$ cat config.mk
export PLATFORM = sky130hd
export DESIGN_NAME = footsies_input_conditioner
export DESIGN_NICKNAME = d
export VERILOG_FILES = /design/src/rtl/footsies_input_pkg.sv /design/src/rtl/button_debouncer.sv /design/src/rtl/footsies_input_conditioner.sv
export SDC_FILE = /design/constraint.sdc
export NUM_CORES = 1
export LEC_CHECK = 0
export BUFFER_PORTS_ARGS = -buffer_cell sky130_fd_sc_hd__buf_2
export CORE_ASPECT_RATIO = 1.25
export CORE_MARGIN = 2
export CORE_UTILIZATION = 47
export CTS_CLUSTER_SIZE = 16
export DETAILED_ROUTE_END_ITERATION = 10
export PLACE_DENSITY = 0.74
export SKIP_LAST_GASP = 1
export SYNTH_ARGS = -nofsm -noshare
export SYNTH_HDL_FRONTEND = slang
export SYNTH_SLANG_ARGS = --single-unit
$ cat constraint.sdc
create_clock -name clk -period 2.07 [get_ports clk]
set_input_delay 0.1035 -clock clk [delete_from_list [all_inputs] [get_ports clk]]
set_output_delay 0.1035 -clock clk [all_outputs]
set_load 0.05 [all_outputs]
$ cat src/rtl/footsies_input_pkg.sv
// -----------------------------------------------------------------------------
// footsies_input_pkg
//
// Shared definitions for the footsies per-player input front end.
//   DEFAULT_DEBOUNCE_CYCLES : clk cycles a synchronized level must hold before
//                             it is accepted (5 ms at 50 MHz)
//   DEFAULT_BUFFER_FRAMES   : frames a buffered attack press stays asserted
//   BUF_CNT_W               : width of the attack buffer frame counter
//   btn_t                   : bundle of the three player buttons, used for
//                             both the raw and the debounced button sets
// -----------------------------------------------------------------------------
package footsies_input_pkg;

    localparam int DEFAULT_DEBOUNCE_CYCLES = 250000;
    localparam int DEFAULT_BUFFER_FRAMES   = 4;
    localparam int BUF_CNT_W               = 4;

    typedef struct packed {
        logic left;
        logic right;
        logic attack;
    } btn_t;

endpackage : footsies_input_pkg

$ cat src/rtl/button_debouncer.sv
// -----------------------------------------------------------------------------
// button_debouncer
//
// Two-flop synchronizer followed by a hold-time debouncer for one push button.
// A new synchronized level is accepted only after it has differed from the
// accepted level for DEBOUNCE_CYCLES consecutive clk cycles; any shorter
// excursion clears the counter and is discarded.
//
// Parameters:
//   DEBOUNCE_CYCLES : required hold time in clk cycles (minimum 2)
// Ports:
//   clk    in  1 : system clock
//   reset  in  1 : synchronous, active-high
//   raw    in  1 : asynchronous button level, active-high
//   stable out 1 : debounced level
// -----------------------------------------------------------------------------
module button_debouncer
    import footsies_input_pkg::*;
#(
    parameter int DEBOUNCE_CYCLES = DEFAULT_DEBOUNCE_CYCLES
) (
    input  logic clk,
    input  logic reset,
    input  logic raw,
    output logic stable
);

    localparam int                CNT_W    = $clog2(DEBOUNCE_CYCLES);
    localparam logic [CNT_W-1:0]  CNT_LAST = CNT_W'(DEBOUNCE_CYCLES - 1);

    logic             sync_meta;
    logic             sync_level;
    logic [CNT_W-1:0] hold_cnt;

    // Synchronizer: the first flop may go metastable, only the second one is
    // used by the debounce logic.
    always_ff @(posedge clk) begin
        if (reset) begin
            sync_meta  <= 1'b0;
            sync_level <= 1'b0;
        end else begin
            sync_meta  <= raw;
            sync_level <= sync_meta;
        end
    end

    // The counter measures how long sync_level has disagreed with stable.
    // It is cleared before it can pass CNT_LAST, so it never wraps.
    always_ff @(posedge clk) begin
        if (reset) begin
            stable   <= 1'b0;
            hold_cnt <= '0;
        end else if (sync_level == stable) begin
            hold_cnt <= '0;
        end else if (hold_cnt == CNT_LAST) begin
            stable   <= sync_level;
            hold_cnt <= '0;
        end else begin
            hold_cnt <= hold_cnt + CNT_W'(1);
        end
    end

endmodule : button_debouncer

$ cat src/rtl/footsies_input_conditioner.sv
// -----------------------------------------------------------------------------
// footsies_input_conditioner
//
// Per-player input front end sitting upstream of the player sprite state
// machine. Raw buttons are synchronized and debounced, opposing directions are
// cleaned to neutral, and left/right/attack are presented as registers that
// only change on the game frame tick.
//
// Build option:
//   FOOTSIES_INPUT_BUFFER_EN : when defined, an attack press is held for
//                              BUFFER_FRAMES frames (cancelled by attack_ack);
//                              when undefined, attack follows the debounced
//                              level plus any press seen since the last tick,
//                              and attack_ack is ignored.
//
// Parameters:
//   DEBOUNCE_CYCLES : debounce hold time in clk cycles (minimum 2)
//   BUFFER_FRAMES   : frames of buffered attack per press (1..15)
// Ports:
//   clk            in  1 : system clock
//   reset          in  1 : synchronous, active-high
//   frame_tick     in  1 : one-cycle pulse per game frame
//   btn_left_raw   in  1 : asynchronous button, active-high
//   btn_right_raw  in  1 : asynchronous button, active-high
//   btn_attack_raw in  1 : asynchronous button, active-high
//   attack_ack     in  1 : consumer started an attack; used only on frame_tick
//   left           out 1 : frame-aligned move-back request
//   right          out 1 : frame-aligned move-forward request
//   attack         out 1 : frame-aligned attack request
//
// Handshake: there is no valid/ready pair here. frame_tick acts as the single
// qualifier for both directions: outputs are only meaningful in the cycle after
// a tick, and attack_ack is only looked at in a tick cycle.
// -----------------------------------------------------------------------------
module footsies_input_conditioner
    import footsies_input_pkg::*;
#(
    parameter int DEBOUNCE_CYCLES = DEFAULT_DEBOUNCE_CYCLES,
    parameter int BUFFER_FRAMES   = DEFAULT_BUFFER_FRAMES
) (
    input  logic clk,
    input  logic reset,
    input  logic frame_tick,
    input  logic btn_left_raw,
    input  logic btn_right_raw,
    input  logic btn_attack_raw,
    input  logic attack_ack,
    output logic left,
    output logic right,
    output logic attack
);

    btn_t raw_btn;
    btn_t db_btn;

    assign raw_btn.left   = btn_left_raw;
    assign raw_btn.right  = btn_right_raw;
    assign raw_btn.attack = btn_attack_raw;

    // -------------------------------------------------------------------------
    // Synchronize + debounce each button
    // -------------------------------------------------------------------------
    button_debouncer #(
        .DEBOUNCE_CYCLES (DEBOUNCE_CYCLES)
    ) u_db_left (
        .clk    (clk),
        .reset  (reset),
        .raw    (raw_btn.left),
        .stable (db_btn.left)
    );

    button_debouncer #(
        .DEBOUNCE_CYCLES (DEBOUNCE_CYCLES)
    ) u_db_right (
        .clk    (clk),
        .reset  (reset),
        .raw    (raw_btn.right),
        .stable (db_btn.right)
    );

    button_debouncer #(
        .DEBOUNCE_CYCLES (DEBOUNCE_CYCLES)
    ) u_db_attack (
        .clk    (clk),
        .reset  (reset),
        .raw    (raw_btn.attack),
        .stable (db_btn.attack)
    );

    // -------------------------------------------------------------------------
    // Direction cleaning: both directions held resolves to neutral
    // -------------------------------------------------------------------------
    logic left_clean;
    logic right_clean;

    assign left_clean  = db_btn.left  & ~db_btn.right;
    assign right_clean = db_btn.right & ~db_btn.left;

    // -------------------------------------------------------------------------
    // Attack press latch
    // -------------------------------------------------------------------------
    logic attack_db_q;
    logic attack_rise;
    logic press_seen;
    logic press_now;

    assign attack_rise = db_btn.attack & ~attack_db_q;

    // A rise in the tick cycle itself is folded in before the latch clears,
    // so it still belongs to this tick.
    assign press_now = press_seen | attack_rise;

    always_ff @(posedge clk) begin
        if (reset) begin
            attack_db_q <= 1'b0;
            press_seen  <= 1'b0;
        end else begin
            attack_db_q <= db_btn.attack;
            if (frame_tick) begin
                press_seen <= 1'b0;
            end else if (attack_rise) begin
                press_seen <= 1'b1;
            end
        end
    end

    // -------------------------------------------------------------------------
    // Attack value loaded at the next tick
    // -------------------------------------------------------------------------
    logic attack_next;

`ifdef FOOTSIES_INPUT_BUFFER_EN
    localparam logic [BUF_CNT_W-1:0] BUF_LOAD = BUF_CNT_W'(BUFFER_FRAMES);

    logic [BUF_CNT_W-1:0] buf_cnt;
    logic [BUF_CNT_W-1:0] buf_cnt_next;

    // Priority: a fresh press reloads, otherwise an ack cancels, otherwise
    // the remaining frames count down.
    always_comb begin
        buf_cnt_next = buf_cnt;
        if (press_now) begin
            buf_cnt_next = BUF_LOAD;
        end else if (attack_ack) begin
            buf_cnt_next = '0;
        end else if (buf_cnt != '0) begin
            buf_cnt_next = buf_cnt - BUF_CNT_W'(1);
        end
    end

    always_ff @(posedge clk) begin
        if (reset) begin
            buf_cnt <= '0;
        end else if (frame_tick) begin
            buf_cnt <= buf_cnt_next;
        end
    end

    // Using the post-update count makes the tick that loads the buffer the
    // first of exactly BUFFER_FRAMES asserted frames.
    assign attack_next = (buf_cnt_next != '0);
`else
    // Without buffering the level is used, and press_seen keeps a tap that
    // was pressed and released between two ticks visible for one frame.
    assign attack_next = db_btn.attack | press_now;

    logic unused_attack_ack;
    assign unused_attack_ack = attack_ack;

    localparam int unused_buffer_frames = BUFFER_FRAMES;
`endif

    // -------------------------------------------------------------------------
    // Frame-aligned output registers
    // -------------------------------------------------------------------------
    always_ff @(posedge clk) begin
        if (reset) begin
            left   <= 1'b0;
            right  <= 1'b0;
            attack <= 1'b0;
        end else if (frame_tick) begin
            left   <= left_clean;
            right  <= right_clean;
            attack <= attack_next;
        end
    end

endmodule : footsies_input_conditioner

======== Yosys cells after proc, flatten, opt, wreduce, memory -nomap -nowiden ========
Cells that the tools add are included.
Widths: inputs -> output; s select.
storage, ports and cells
  register bits ........................... 68
operators by class
  $add $sub $neg .......................... 3
  reductions and logical operators ........ 7
  bitwise logic cells ..................... 11
  equal/unequal tests ..................... 6
operators by type and width
  cell                   count
  $add 18x1->18 const B  3
  $eq 18x18->1 const B   3
  $reduce_or 3->1        3
  $not 1->1              6
  $reduce_and 2->1       3
  $and 1x1->1            3
  $eq 1x1->1             3
  $or 1x1->1             2
  $reduce_or 2->1        1

======== Depth between registers and ports, before layout ========
Gate-level depths: netlist of run 1.
  depth in word-level cells ............... 4
  mapped depth ............................ 6
  gate-level depth less buffers ........... 5

======== Hierarchy ========
A second synthesis of run 1 with hierarchy kept.
unflattened totals
  cell total of the unflattened synthesis .. 330
  area total of the unflattened synthesis .. 2,920.3 µm²
modules (own cells, without submodules)
  module                      cells an instance  seq. area each (µm²)  area an instance (µm²)  instances
  button_debouncer            104                420.4                 914.6                   3
  footsies_input_conditioner  18                 100.1                 176.4                   1

======== Worst setup path before layout of run 1 ========
No wires, ideal clock.
  path kind ............................... flip-flop to flip-flop
  start ................................... register u_db_left.hold_cnt[10]
  end ..................................... register u_db_left.hold_cnt[11]
  path slack .............................. 0.220 ns
  arrival time ............................ 1.735 ns
  cell stages (with the launch flop) ...... 6
  library setup time ...................... 0.115 ns
  buffers on the path ..................... 1
  clock period less this slack ............ 1.850 ns
  path through ............................ dfxtp_1 > or4b_1 > or4_4 > o21ai_4 > buf_6 > nor2_1
between the ends
  cells in the longest elaborated chain, start to end .. 2
ends and longest elaborated chain
  item                                                                   RTL line                source
  start: declaration                                                     button_debouncer.sv:33  logic [CNT_W-1:0] hold_cnt;
  start signal: assignment                                               button_debouncer.sv:59  hold_cnt <= hold_cnt + CNT_W'(1);
  parallel branches: the longest is 2 deep, another holds $add 18x1->18  --
Parallel ways; which one is timed is not known.
A chain may end at the register's enable or synchronous reset.

======== Worst setup path after layout of run 1 ========
  start ................................... register u_db_left.hold_cnt[10]
  end ..................................... register u_db_left.hold_cnt[17]
The elaborated chain is that of the path after synthesis.

==> results of run 1 <==
[cells by family (layout without fill, tap and decap cells)]
family          after synthesis  in the layout  synth area share [%]
fa+ha+maj                     3              3                  1.29
xor+xnor                     43             43                  12.9
compound gates               28             28                  6.14
buf+inv                      20             53                  3.09
flops                        68             68                  46.7
simple gates                167            167                  29.8
[layout by cell type, fill, tap and decap left out, drive strengths merged, types with 4 or more instances in the layout]
cell type	n
dfxtp	68
nor2	61
xnor2	35
buf	20
nand3	16
nand4	16
inv	14
nand2	13
nor4	12
nor3	11
a21oi	10
clkbuf	10
nor2b	9
o21ai	9
xor2	8
or3	7
or4	6
clkinvlp	4
[final cells by class]
cell class                 instances  area [µm²]
inverter                          14        52.6
tap                               85         106
clock inverter                     6        65.1
clock buffer                      10         128
timing repair buffer              23         173
fill                             559        2740
sequential                        68        1360
multi-input combinational        241        1460
[worst max path at each step]
| stage | cells past startpoint | end | startpoint | slack, ns |
|---|---|---|---|---|
| finish | 5 | u_db_left.hold_cnt[17]$_SDFF_PP0_ | u_db_left.hold_cnt[10]$_SDFF_PP0_ | 0.19 |
| global route | 5 | u_db_left.hold_cnt[14]$_SDFF_PP0_ | u_db_left.hold_cnt[10]$_SDFF_PP0_ | 0.12 |
| CTS | 5 | u_db_left.hold_cnt[14]$_SDFF_PP0_ | u_db_left.hold_cnt[10]$_SDFF_PP0_ | 0.19 |
| detailed placement | 5 | u_db_left.hold_cnt[3]$_SDFF_PP0_ | u_db_left.hold_cnt[10]$_SDFF_PP0_ | 0.20 |
| global placement | 5 | u_db_left.hold_cnt[12]$_SDFF_PP0_ | u_db_left.hold_cnt[10]$_SDFF_PP0_ | 0.23 |
| floorplan | 5 | u_db_left.hold_cnt[11]$_SDFF_PP0_ | u_db_left.hold_cnt[10]$_SDFF_PP0_ | 0.22 |
[layer usage]
metal  GRT usage [%]  vias up  wire, µm
met1            19.1     1049      2190
li1                -     1199         -
met3            5.60        9       148
met2            27.8       28      2590
met5               0        -         0
met4            7.89        0       105
[critical path: stages (launching register included)]
cell	delay, ns
dfxtp_1	0.34
or4b_1	0.53
or4_4	0.52
o21ai_4	0.16
buf_12	0.16
a21oi_1	0.05
[where the power goes]
part | switching (mW) | leakage (nW) | internal [mW] | total, mW
Sequential | 0.00436 | 0.549 | 1.32 | 1.32
Clock | 0.489 | 0.0845 | 0.553 | 1.04
Combinational | 0.0254 | 0.357 | 0.0188 | 0.0442
Total | 0.518 | 0.991 | 1.89 | 2.41
[timing repair]
action                                 in CTS  in global routing
buffers inserted                            0                  0
hold buffers                                3                  0
endpoints found under the hold margin       3                  0
==> flow_summary.rst, run 1 <==
.. list-table::
   :header-rows: 1

   * - Metric
     - Value
   * - WL/cell
     - 11.2 µm
   * - Largest net degree at the start of global routing
     - 22
   * - Buffers from clock root to sink, at most
     - 2
   * - Startpoint kind of the worst setup timing path
     - flip-flop
   * - Gr usage total
     - 16.8%
   * - Instance count after placement with tap cells included
     - 428
   * - Non-Filler Cell Area, Final
     - 0.00335 mm²
   * - Largest registers
     - u_db_attack.hold_cnt (18), u_db_left.hold_cnt (18), u_db_right.hold_cnt (18)
   * - RR Endpoint
     - u_db_left.hold_cnt[17]$_SDFF_PP0_
   * - Min-Delay Endpoint
     - press_seen$_SDFFE_PP0P_
   * - Routed via count
     - 2285
   * - Minimum clock period after layout
     - 1.88 ns
   * - Final standard cell count with taps included and fillers excluded
     - 447
   * - Kind of capture point of the worst setup path
     - flip-flop
   * - Power Dens Cells
     - 719 mW/mm²
   * - TritonCTS clock tree
     - built
   * - Slew at the pin closest to its max-slew limit
     - 0.419 ns
   * - Total power
     - 2.41 mW
   * - Horizontal die dimension
     - 74.4 µm
   * - Resized Gates After CTS
     - 0
   * - Total grt overflow
     - 0
   * - Worst EP arrival
     - 2.10 ns
   * - Worst-case vdd ir drop
     - 0.435 mV
   * - Worst R2R Path Depth
     - 5
   * - Height of the die
     - 92.0 µm
   * - Class of the tightest hold or removal check
     - in -> reg
   * - Cell taking the most area after synthesis
     - dfxtp_1
   * - Worst hold path cell count
     - 2
   * - Overall die area
     - 0.00685 mm²
   * - RSZ-0062 raised after global routing
     - false
   * - Setup Skew
     - 0.00785 ns
   * - Count of boundary I/O pins
     - 10
   * - Number of clock sinks
     - 68
   * - Launch point of the worst hold path
     - frame_tick
   * - Yosys reg bits
     - 68
   * - Final estimated routing congestion in global placement
     - 0.763
   * - Final setup fails
     - 0
   * - Slack of the critical path
     - 0.190 ns
   * - Number of library cell types mapped by synthesis
     - 37
   * - Number of instances in the synthesized netlist
     - 329
   * - Clock root buffer
     - clkbuf_8
   * - Hold Worst Slack
     - 0.0178 ns
   * - Core footprint
     - 0.00609 mm²
   * - Number of DRC violations after detailed-routing iteration 0
     - 120
   * - Number of failing hold endpoints at the final stage
     - 0
   * - Count of yosys warnings during synthesis
     - 0
   * - Fin util
     - 55.0%
   * - Proportion of layout cells with a drive suffix above 1
     - 11.6%
   * - Most common cell in the synthesized netlist
     - dfxtp_1
   * - Count of pins over their slew limit
     - 0
   * - Leading cell types by total area after synthesis
     - dfxtp_1 47%, xnor2_1 11%, nor2_1 7.9%
   * - Site row count
     - 32
   * - Number of remaining DRC errors
     - 0
   * - Achievable clock frequency
     - 0.532 GHz
   * - Sum of negative setup slack
     - 0 ns
   * - Post-detailed-route count of antenna-violating nets
     - 0
   * - Number of global-route vias before repair
     - 2173
   * - Setup slack after placement
     - 0.200 ns
   * - Proportion of netlist area held by the largest area contributor
     - 46.7%
   * - Max H-tree Level
     - 3
   * - Reg-to-reg startpoint
     - u_db_left.hold_cnt[10]$_SDFF_PP0_
   * - Max FO, Critical Path
     - 17
   * - Routed wire length
     - 5030 µm
   * - Via-to-Cell Ratio
     - 5.11
   * - Nets in the synthesized netlist
     - 339
   * - Crit Path Category
     - reg -> reg
   * - Flop2flop setup slack
     - 0.19 ns
   * - Clock transition at path regs
     - 0.07 ns
   * - Signed area change from the synthesized netlist to the final layout
     - 14.9%
   * - Static leakage
     - 0.991 nW
   * - Port bufs
     - 8
   * - Combined area of all synthesized cells
     - 0.00291 mm²
   * - Average instance area after synthesis
     - 8.85 µm²
   * - Worst endpoint required time
     - 2.29 ns
   * - Antenna diode count
     - 0
   * - Primary FF master, synth
     - dfxtp_1
   * - Number of flops mapped to enable cells by yosys
     - 0
   * - Most frequent cells after synthesis
     - 68 x dfxtp_1, 61 x nor2_1, 35 x xnor2_1
   * - Period utilisation layout
     - 90.8%
   * - Total Nets Final
     - 367
   * - Global-route wire length before repair
     - 8900 µm
   * - Cell area after placement
     - 0.00312 mm²
   * - Antenna violations before repair
     - 0
   * - Worst slew slack as a fraction of its limit
     - 71.8%
   * - Num CTS Buffers
     - 9
   * - Number of max-cap violations
     - 0
   * - Placed wire-length estimate
     - 3510 µm
   * - Number of optimization iterations in the first detailed-route pass
     - 4
   * - Starting utilization of the core area
     - 47.9%
   * - Sequential cell area fraction in the yosys report
     - 46.7%
   * - Clk Latency, worst-skew pair
     - 0.34 ns
   * - Async SR Flop Fraction
     - 0%
   * - Run status
     - finished, final reports clean
Power figures use the tool's default switching activity.
==> run 2: changes to the inputs <==
--- a/config.mk
+++ b/config.mk
@@ -5,13 +5,15 @@
 export SDC_FILE = /design/constraint.sdc
 export NUM_CORES = 1
 export LEC_CHECK = 0
+export ABC_AREA = 1
 export BUFFER_PORTS_ARGS = -buffer_cell sky130_fd_sc_hd__buf_2
 export CORE_ASPECT_RATIO = 1.25
 export CORE_MARGIN = 2
-export CORE_UTILIZATION = 47
+export CORE_UTILIZATION = 61
 export CTS_CLUSTER_SIZE = 16
 export DETAILED_ROUTE_END_ITERATION = 10
-export PLACE_DENSITY = 0.74
+export GPL_ROUTABILITY_DRIVEN = 0
+export PLACE_DENSITY = 0.89
 export SKIP_LAST_GASP = 1
 export SYNTH_ARGS = -nofsm -noshare
 export SYNTH_HDL_FRONTEND = slang
==> run 2 against run 1 <==
Combinational power increased by 25%. Clock skew is essentially flat. Utilization increased by 15 points. Global-route usage up 5.7 points. Register-to-register slack better by 0.20 ns. Sequential cell count unchanged. First-iteration DRC count is 13% higher. Clock power increased by 25%. Critical path type unchanged. Largest cell class unchanged. Highest routed layer unchanged.
==> flow_summary.rst, run 2 <==
.. list-table::
   :header-rows: 1

   * - Metric
     - Value
   * - Critical path, cell by cell
     - ha_1 > nand2_1 > inv_1 > nand3_1 > nor2_2 > nand2_1 > nand2_2 > a21oi_1 (was or4b_1 > or4_4 > o21ai_4 > buf_12 > a21oi_1)
   * - Gr usage total
     - 22.5% (was 16.8%)
   * - Leading cell types by total area after synthesis
     - dfxtp_1 41%, nand2_1 13%, nor2_1 11% (was dfxtp_1 47%, xnor2_1 11%, nor2_1 7.9%)
   * - Count of boundary I/O pins
     - 10 (unchanged)
   * - Number of optimization iterations in the first detailed-route pass
     - 5 (was 4)
   * - Slew at the pin closest to its max-slew limit
     - 0.401 ns (was 0.419 ns)
   * - Post-detailed-route count of antenna-violating nets
     - 0 (unchanged)
   * - RSZ-0062 raised after global routing
     - false (unchanged)
   * - Nets in the synthesized netlist
     - 484 (was 339)
   * - Most common cell after layout, fill and taps aside
     - nand2_1 (was dfxtp_1)
   * - Site row count
     - 29 (was 32)
   * - Kind of capture point of the worst setup path
     - flip-flop (unchanged)
   * - Class of the tightest hold or removal check
     - in -> reg (unchanged)
   * - Via-to-Cell Ratio
     - 5.18 (was 5.11)
   * - Period utilisation layout
     - 81.3% (was 90.8%)
   * - Run status
     - finished, final reports clean (unchanged)
   * - Placed wire-length estimate
     - 4390 µm (was 3510 µm)
   * - Critical Path Most Common Cell
     - nand2_1
   * - Number of max-cap violations
     - 0 (unchanged)
   * - Top library cells by usage in the layout, fill and taps aside
     - 115 x nand2_1, 94 x nor2_1, 68 x dfxtp_1 (was 68 x dfxtp_1, 61 x nor2_1, 35 x xnor2_1)
   * - Port bufs
     - 8 (unchanged)
   * - Global-route wire length before repair
     - 10900 µm (was 8900 µm)
   * - TritonCTS clock tree
     - built (unchanged)
   * - Clk Latency, worst-skew pair
     - 0.34 ns (about the same)
   * - Largest net degree at the start of global routing
     - 19 (was 22)
   * - Number of failing hold endpoints at the final stage
     - 0 (unchanged)
   * - Routed wire length
     - 6300 µm (was 5030 µm)
   * - Post-CTS Setup Repair Bufs
     - 0 (unchanged)
   * - Cell area after placement
     - 0.00336 mm² (was 0.00312 mm²)
   * - Met2 layer usage reported by global route
     - 40.2% (was 27.8%)
   * - Static leakage
     - 1.17 nW (was 0.991 nW)
   * - Average instance area after synthesis
     - 6.95 µm² (was 8.85 µm²)
   * - Number of global-route vias before repair
     - 2766 (was 2173)
   * - Achievable clock frequency
     - 0.594 GHz (was 0.532 GHz)
   * - Async SR Flop Fraction
     - 0% (unchanged)
   * - Largest registers
     - u_db_attack.hold_cnt (18), u_db_left.hold_cnt (18), u_db_right.hold_cnt (18) (unchanged)
   * - Overall die area
     - 0.00601 mm² (was 0.00685 mm²)
   * - Count of yosys warnings during synthesis
     - 0 (unchanged)
   * - Yosys reg bits
     - 68 (unchanged)
   * - Worst EP arrival
     - 1.89 ns (was 2.10 ns)
   * - Number of flops mapped to enable cells by yosys
     - 0 (unchanged)
   * - Global route hottest layer
     - met2 (unchanged)
   * - Proportion of layout cells with a drive suffix above 1
     - 11.5% (was 11.6%)
   * - Most frequent cells after synthesis
     - 115 x nand2_1, 94 x nor2_1, 68 x dfxtp_1 (was 68 x dfxtp_1, 61 x nor2_1, 35 x xnor2_1)
   * - Startpoint kind of the worst setup timing path
     - flip-flop (unchanged)
   * - Layout filler cell count
     - 415 (was 559)
   * - Sequential cell area fraction in the yosys report
     - 41.3% (was 46.7%)
   * - Num CTS Buffers
     - 9 (unchanged)
   * - Horizontal die dimension
     - 69.7 µm (was 74.4 µm)
   * - Worst slew slack as a fraction of its limit
     - 73.2% (was 71.8%)
   * - Buffers from clock root to sink, at most
     - 2 (unchanged)
   * - Crit Path Category
     - reg -> reg (unchanged)
   * - Register cell area after layout
     - 0.00136 mm² (unchanged)
   * - Fin util
     - 70.4% (was 55.0%)
   * - Number of instances in the synthesized netlist
     - 474 (was 329)
   * - Hold Worst Slack
     - 0.0181 ns (was 0.0178 ns)
   * - Hold buffer count at CTS
     - 3 (unchanged)
   * - Antenna diode count
     - 0 (unchanged)
   * - Total power
     - 2.68 mW (was 2.41 mW)
   * - Power Dens Cells
     - 739 mW/mm² (was 719 mW/mm²)
   * - Combined area of all synthesized cells
     - 0.00330 mm² (was 0.00291 mm²)
   * - Clock root buffer
     - clkbuf_8 (unchanged)
   * - Max H-tree Level
     - 3 (unchanged)
   * - Routed via count
     - 2896 (was 2285)
   * - Number of library cell types mapped by synthesis
     - 29 (was 37)
   * - Total grt overflow
     - 0 (unchanged)
   * - Cell taking the most area after synthesis
     - dfxtp_1 (unchanged)
   * - Signed area change from the synthesized netlist to the final layout
     - 10.1% (was 14.9%)
   * - Number of DRC violations after detailed-routing iteration 0
     - 136 (was 120)
   * - Fraction of met1 tracks used by global routing
     - 24.9% (was 19.1%)
   * - Area of the multi-input gates
     - 0.00168 mm² (was 0.00146 mm²)
   * - Worst endpoint required time
     - 2.28 ns (was 2.29 ns)
   * - Minimum clock period after layout
     - 1.68 ns (was 1.88 ns)
   * - Primary FF master, synth
     - dfxtp_1 (unchanged)
   * - Final setup fails
     - 0 (unchanged)
   * - Slowest cell on the critical path
     - dfxtp_1 (was or4b_1)
   * - Setup Skew
     - 0.00787 ns (was 0.00785 ns)
   * - Proportion of netlist area held by the largest area contributor
     - 41.3% (was 46.7%)
   * - Most common cell in the synthesized netlist
     - nand2_1 (was dfxtp_1)
   * - Number of clock sinks
     - 68 (unchanged)
   * - Routing usage on met3
     - 5.58% (was 5.60%)
   * - Sum of negative setup slack
     - 0 ns (unchanged)
   * - Max FO, Critical Path
     - 18 (was 17)
   * - Clock transition at path regs
     - 0.08 ns (was 0.07 ns)
   * - Antenna violations before repair
     - 0 (unchanged)
   * - WL/cell
     - 11.3 µm (was 11.2 µm)
   * - Number of remaining DRC errors
     - 0 (unchanged)
   * - Resized Gates After CTS
     - 0 (unchanged)
   * - Starting utilization of the core area
     - 64.0% (was 47.9%)
   * - Worst-case vdd ir drop
     - 0.605 mV (was 0.435 mV)
   * - Core footprint
     - 0.00515 mm² (was 0.00609 mm²)
   * - Count of pins over their slew limit
     - 0 (unchanged)
   * - Bufs and invs on worst path
     - 1 (unchanged)
   * - Non-Filler Cell Area, Final
     - 0.00363 mm² (was 0.00335 mm²)
   * - Worst stage delay on the critical path
     - 0.44 ns (was 0.53 ns)
   * - Total Nets Final
     - 502 (was 367)
   * - Cell family contributing the most delay on the critical path
     - simple AND/OR/NAND/NOR gates (unchanged)
   * - Height of the die
     - 86.2 µm (was 92.0 µm)
## run 2: cell types whose count changed in the layout (fill, tap and decap cells not counted), sizes merged, moves of 20 or more
cell / before / now
nand2: 13 / 120
nor2: 61 / 110
inv: 14 / 54
xnor2: 35 / 2
a21oi: 10 / 30
## run 2: area by class of cell
cell class | count | share of cell area [%]
repair buffers | 11 | 1.93
flip-flops and latches | 68 | 37.5
multi-input cells | 348 | 46.2
clock inverters | 7 | 3.14
clock buffers | 9 | 3.41
well taps | 62 | 2.14
inverters | 54 | 5.62
## run 2: power breakdown
part | internal (mW) | switching (mW) | total [mW]
Clock | 0.798 | 0.505 | 1.30
Sequential | 1.32 | 0.00618 | 1.32
Combinational | 0.0181 | 0.0370 | 0.0551
Total | 2.13 | 0.548 | 2.68
## run 2: metal layers
layer	routed length, µm	up-vias
met3	180	16
li1	-	1512
met4	187	0
met2	3180	47
met5	0	-
met1	2750	1321
## run 2: final timing paths
check                                                  startpoint                                  to  slack (ns)  cells past startpoint
worst max-delay path            u_db_right.hold_cnt[0]$_SDFF_PP0_  u_db_right.hold_cnt[13]$_SDFF_PP0_        0.39                      8
worst min-delay path                                   frame_tick             press_seen$_SDFFE_PP0P_        0.02                      2
worst max register to register  u_db_right.hold_cnt[0]$_SDFF_PP0_  u_db_right.hold_cnt[13]$_SDFF_PP0_        0.39                      8
worst min register to register     u_db_left.sync_meta$_SDFF_PP0_     u_db_left.sync_level$_SDFF_PP0_        0.40                      2
## run 2: per-stage QoR
step / cells / worst slack (ns)
CTS: 559 / 0.400
detailed placement: 540 / 0.419
global placement: 540 / 0.480
floorplan: 474 / 0.635
finish: 559 / 0.388
global route: 559 / 0.221
## run 2: worst register-to-register path: cells and delay by family (launching register included)
family / cells / cell delay [ns]
AND/OR/NAND/NOR: 5 / 0.70
flip-flops: 1 / 0.44
adder cells (fa/ha/maj): 1 / 0.24
AO/OA/AOI/OAI: 1 / 0.11
buffers and inverters: 1 / 0.07
## run 2: cell families (layout without fill, tap and decap cells)
logic type | Yosys count | after routing | synth area share (%)
flip-flops | 68 | 68 | 41.3
adder cells (fa/ha/maj) | 3 | 3 | 1.14
AND/OR/NAND/NOR | 280 | 280 | 37.2
XOR/XNOR | 18 | 18 | 4.78
AO/OA/AOI/OAI | 47 | 47 | 7.78
buffers and inverters | 58 | 81 | 7.82
